$ cat src/rtl/t0_feeder.sv
// -----------------------------------------------------------------------------
// t0_feeder
//   Byte FIFO between the host link and the core. The host side is a
//   valid/ready stream. The core side is a four-phase request/acknowledge
//   handshake: one byte per request-high/request-low cycle.
//
// Ports
//   clk          system clock; all state updates on the rising edge
//   N_reset      asynchronous active-low reset
//   in_valid     upstream byte valid
//   in_data      upstream byte
//   in_ready     FIFO can accept a byte this cycle (not full)
//   data_request core request for the next byte (level signal)
//   data_ready   data holds the byte for the current request
//   data         byte presented to the core
//   level        FIFO occupancy, 0..DEPTH
//   underrun     sticky: the core waited on an empty FIFO
//   underrun_clr synchronous clear of underrun
// -----------------------------------------------------------------------------
module t0_feeder #(
  parameter int DEPTH = 16  // power of two, 2..256
) (
  input  logic                     clk,
  input  logic                     N_reset,
  input  logic                     in_valid,
  input  logic [7:0]               in_data,
  output logic                     in_ready,
  input  logic                     data_request,
  output logic                     data_ready,
  output logic [7:0]               data,
  output logic [$clog2(DEPTH):0]   level,
  output logic                     underrun,
  input  logic                     underrun_clr
);

  localparam int AW = $clog2(DEPTH);
  localparam int LW = AW + 1;

  localparam logic [1:0] IDLE = 2'd0;
  localparam logic [1:0] WAIT = 2'd1;
  localparam logic [1:0] ACK  = 2'd2;

  logic [7:0]    mem [DEPTH];
  logic [AW-1:0] wr_ptr;
  logic [AW-1:0] rd_ptr;
  logic [1:0]    state;
  logic [1:0]    next_state;
  logic          push;
  logic          pop;

  // Full is judged from the registered count only, so the host side never
  // sees a path from data_request.
  assign in_ready = (level != LW'(DEPTH));
  assign push     = in_valid & in_ready;

  // A pop only happens when leaving IDLE/WAIT towards ACK. Because the byte is
  // read from storage that already held it before this edge, a byte pushed
  // on this same edge can never be the one popped.
  assign pop = ((state == IDLE) || (state == WAIT)) && data_request && (level != '0);

  // NOTE: every output of this block gets a default first, so no path leaves
  // a variable unassigned and no latch is inferred.
  always_comb begin
    next_state = state;
    unique case (state)
      IDLE: begin
        if (data_request) next_state = (level != '0) ? ACK : WAIT;
      end
      WAIT: begin
        if (!data_request)      next_state = IDLE;
        else if (level != '0)   next_state = ACK;
      end
      ACK: begin
        if (!data_request) next_state = IDLE;
      end
      default: next_state = IDLE;
    endcase
  end

  // NOTE: storage has no reset. Its contents are meaningless until written,
  // and leaving it out of the reset keeps it mappable to plain RAM.
  always_ff @(posedge clk) begin
    if (push) mem[wr_ptr] <= in_data;
  end

  // NOTE: sequential state uses non-blocking assignments only, so every
  // register samples the pre-edge values of the others.
  always_ff @(posedge clk or negedge N_reset) begin
    if (!N_reset) begin
      state      <= IDLE;
      wr_ptr     <= '0;
      rd_ptr     <= '0;
      level      <= '0;
      data       <= 8'h00;
      data_ready <= 1'b0;
      underrun   <= 1'b0;
    end else begin
      state      <= next_state;
      data_ready <= (next_state == ACK);

      // Pointers wrap naturally because DEPTH is a power of two.
      if (push) wr_ptr <= wr_ptr + 1'b1;
      if (pop) begin
        rd_ptr <= rd_ptr + 1'b1;
        data   <= mem[rd_ptr];
      end

      unique case ({push, pop})
        2'b10:   level <= level + LW'(1);
        2'b01:   level <= level - LW'(1);
        default: level <= level;
      endcase

      // Setting takes priority over the clear in the same cycle.
      if (state == WAIT)     underrun <= 1'b1;
      else if (underrun_clr) underrun <= 1'b0;
    end
  end

endmodule

$ cat config.mk
export PLATFORM = sky130hd
export DESIGN_NAME = t0_feeder
export DESIGN_NICKNAME = d
export VERILOG_FILES = /design/src/rtl/t0_feeder.sv
export SDC_FILE = /design/constraint.sdc
export NUM_CORES = 1
export LEC_CHECK = 0
export BUFFER_PORTS_ARGS = -buffer_cell sky130_fd_sc_hd__buf_4
export CORE_UTILIZATION = 55
export DETAILED_ROUTE_END_ITERATION = 16
export PLACE_DENSITY = 0.73
export SYNTH_ARGS = -nofsm -noshare
export SYNTH_HDL_FRONTEND = slang
export SYNTH_SLANG_ARGS = --single-unit
export TNS_END_PERCENT = 1
$ cat constraint.sdc
create_clock -name clk -period 3.08 [get_ports clk]
set_input_delay 0.462 -clock clk [delete_from_list [all_inputs] [get_ports clk]]
set_output_delay 0.462 -clock clk [all_outputs]
set_load 0.05 [all_outputs]
==> run_results.csv <==
group,metric,value,unit
timing,fin_hold_ws,0.230,ns
global_route,grt_max_degree,36,
cts,cts_buffers,17,
route,vias_per_cell,5.67,
synthesis,yosysWarnings,0,
power,p_leak,2.63,nW
route,drtIter0Drc,258,
synthesis,syn-cell-area,6230,sq um
route,drt-pass1-iter-count,4,
synthesis,ys_ff_latch,153,
finish,drive_gt1_share,27.3,%
timing,hold_viol,0,
power,p_sw_share,31.5,%
power,pwr-share-seq,40.3,%
route,drc,0,
finish,fin_area,7260,sq um
timing,relSlewSlack,44.7,%
critical_path,worst-path-buf-inv,1,
critical_path,arrival,3.22,ns
synthesis,synth_seq_area_share,71.7,%
critical_path,cp_max_fo,4,
floorplan,io_pins,29,
job,maxCapViolCount,0,
synthesis,synth_top_family_by_area,"multiplexers",
placement,place_hpwl,6950,microns
synthesis,synth_compound_area_share,2.31,%
global_route,grt_pass1_vias,3158,
critical_path,path_cells,"nor4_4, or2b_1, nand3b_2, inv_2, ha_2, ha_1, nor2b_1, o21ai_1, a21oi_1, or3b_2, xnor2_1",
global_route,grt_pass1_wl,17200,microns
timing,period_needed,2.92,ns
timing,worst_pin_slew,0.826,ns
cts,cts_setup_buffers,0,
finish,diodes,0,
route,ant_nets,0,
synthesis,synth.area.mux_share,15.5,%
timing,fmax,342,MHz
placement,io_buffers,28,
timing,setup_tns,0,ns
cts,cts_tree,"yes",
synthesis,synth_fp_nets,356,
finish,nNetsFinal,406,
timing,rsz0062_at_grt,"no",
synthesis,synth_cell_type_count,39,
power,clkPwrFrac,29.0,%
critical_path,cp_data_required_time,3.38,ns
power,ir_drop,0.660,mV
global_route,antenna_found_initial,0,
critical_path,crit_type,"reg2reg",
synthesis,synthFlopType,"edfxtp_1",
critical_path,critPathTopFamily,"simple AND/OR/NAND/NOR gates",
synthesis,synth-simple-area-share,4.20,%
cts,cts_htree_levels,4,
power,p_switching,0.00217,W
route,finalWirelength,11000,microns
critical_path,endpoint_kind,"flip-flop",
synthesis,synthArstFlopShare,16.3,%
synthesis,synth_xor_area_share,1.41,%
placement,place_ws,0.0716,ns
critical_path,slowest_delay,0.46,ns
timing,setup-violations-final,0,
cts,cts_buffer_depth,2,
route,post_drt_wl_per_cell,20.4,microns
power,p_comb_share,30.8,%
synthesis,syn_avg_cell_area,18.7,sq um
power,p_per_area,950,nW/um^2
global_route,grt-ovfl-total,0,
placement,placed_cell_area,6670,sq um
floorplan,die_x,108,microns
timing,finalCritPeriodShare,94.9,%
floorplan,initial_utilization,57.0,%
floorplan,die-height,108,microns
power,p_int,0.00472,W
placement,dp_cells,503,
synthesis,synth_fa_ha_area_share,2.13,%
floorplan,rows,38,
floorplan,die-area,11800,sq um
critical_path,cp-start-kind,"flip-flop",
cts,clockRootBuffer,"clkbuf_16",
timing,finalClockSkew,0.00768,ns
timing,worst_slack,0.157,ns
finish,areaGrowthSynthToFinish,16.4,%
finish,final_cells,536,
run_status,status,"finished, final reports clean",
cts,clkTransAtPathRegs,0.06,ns
placement,gp_congestion,0.773,
route,dr_total_vias,3041,
cts,cts_sinks,153,
global_route,grt_usage,21.4,%
floorplan,core,10900,sq um
synthesis,synth-edff-count,128,
cts,clk_latency,0.42,ns
critical_path,cp_slowest_cell,"or3b_2",
timing,final_max_slew_viol_count,0,
synthesis,syn_inst,333,
worst_hold_path,hold_class,"in2reg",
## area by class of cell
cell class,instances,area [sq um]
fillers,754,3680
inverters,10,37.5
repair buffers,48,375
clock inverters,6,63.8
well taps,140,175
multi-input cells,153,1620
flip-flops and latches,153,4480
clock buffers,26,512
## Yosys cell counts (2+ instances only)
library cell	instances	area [sq um]
a21oi_1	2	10.0
buf_1	2	7.51
buf_2	2	10.0
buf_4	4	30.0
buf_6	3	33.8
clkbuf_1	3	11.3
dfrtp_1	25	626
edfxtp_1	128	3840
ha_1	9	113
inv_1	9	33.8
mux2_2	8	90.1
mux2i_1	9	90.1
mux4_1	17	447
mux4_2	15	338
nand2_1	30	113
nand2b_1	2	12.5
nand4_1	2	12.5
nor2_1	12	45.0
nor3_1	4	20.0
o211a_1	2	20.0
o21ai_0	8	40.0
o21ai_1	12	60.1
xnor2_1	8	70.1
xor2_1	2	17.5
## layer usage
layer / track usage (%) / wire [microns] / up-vias
met1: 28.7 / 4770 / 1535
met4: 8.49 / 184 / 0
met3: 6.69 / 618 / 17
met5: 0 / 0 / -
met2: 32.8 / 5380 / 84
li1: - / - / 1405
## final timing paths
| check | startpoint | end | slack [ns] | cells past startpoint |
|---|---|---|---|---|
| setup / recovery | level[2]$_DFFE_PN0P_ | level[4]$_DFFE_PN0P_ | 0.16 | 11 |
| hold / removal | underrun_clr | underrun$_DFFE_PN0P_ | 0.23 | 2 |
| setup reg to reg | level[2]$_DFFE_PN0P_ | level[4]$_DFFE_PN0P_ | 0.16 | 11 |
| hold reg to reg | data[4]$_DFFE_PN0P_ | data[4]$_DFFE_PN0P_ | 0.49 | 2 |
| max in group asynchronous | N_reset | level[2]$_DFFE_PN0P_ | 2.32 | 2 |
| min in group asynchronous | N_reset | wr_ptr[1]$_DFFE_PN0P_ | 0.49 | 2 |
## power groups by stage
| stage | clock network [W] | registers [W] | logic, W |
|---|---|---|---|
| finish | 0.00200 | 0.00278 | 0.00212 |
| global route | 0.00211 | 0.00282 | 0.00231 |
| CTS | 0.00202 | 0.00278 | 0.00215 |
| detailed placement | 0 | 0.00282 | 0.00214 |
| global placement | 0 | 0.00279 | 0.00211 |
| floorplan | 0 | 0.00303 | 0.00141 |
## through the flow
| step | utilization [%] | total power, W |
|---|---|---|
| detailed placement | 61.0 | 0.00497 |
| finish | 66.4 | 0.00689 |
| global placement | 61.0 | 0.00491 |
| global route | 66.4 | 0.00724 |
| CTS | 66.4 | 0.00696 |
| floorplan | - | 0.00444 |
## cells by family after synthesis
kind of cell	after synthesis
and+or+nand+nor	58
xor gates and xnor gates	10
adders and majority gates	10
buffers and inverters	27
DFF	153
AOI/OAI and AO/OA	26
muxes	49
## repair_timing
item	4_1_cts	5_1_grt
setup endpoints to repair	0	1
resized for setup	0	1
hold endpoints to repair	25	0
hold buffers	1	0
## registers in the layout, indices dropped and copies added, names as in the netlist
signal      count
data            8
level           5
state           2
data_ready      1
rd_ptr          4
underrun        1
mem           128
wr_ptr          4
## placed cells by master, fill, tap and decap left out, types with 4 or more instances in the layout
| cell type | n |
|---|---|
| nor3_1 | 4 |
| o21ai_1 | 13 |
| clkbuf_1 | 6 |
| dfrtp_1 | 20 |
| dfrtp_2 | 5 |
| ha_1 | 8 |
| inv_1 | 9 |
| nor2_1 | 12 |
| mux4_1 | 17 |
| mux2i_1 | 9 |
| mux4_2 | 15 |
| clkbuf_16 | 19 |
| o21ai_0 | 7 |
| xnor2_1 | 8 |
| mux2_2 | 8 |
| edfxtp_1 | 128 |
| buf_4 | 46 |
| nand2_1 | 29 |
## worst reg2reg max path: cells and delay by family, from the launching register on
kind            cells  cell delay (ns)
flops               1             0.44
simple gates        5             1.40
buf+inv             1             0.06
xor+xnor            1             0.14
compound gates      2             0.26
fa+ha+maj           2             0.51
Power figures use the tool's default switching activity.
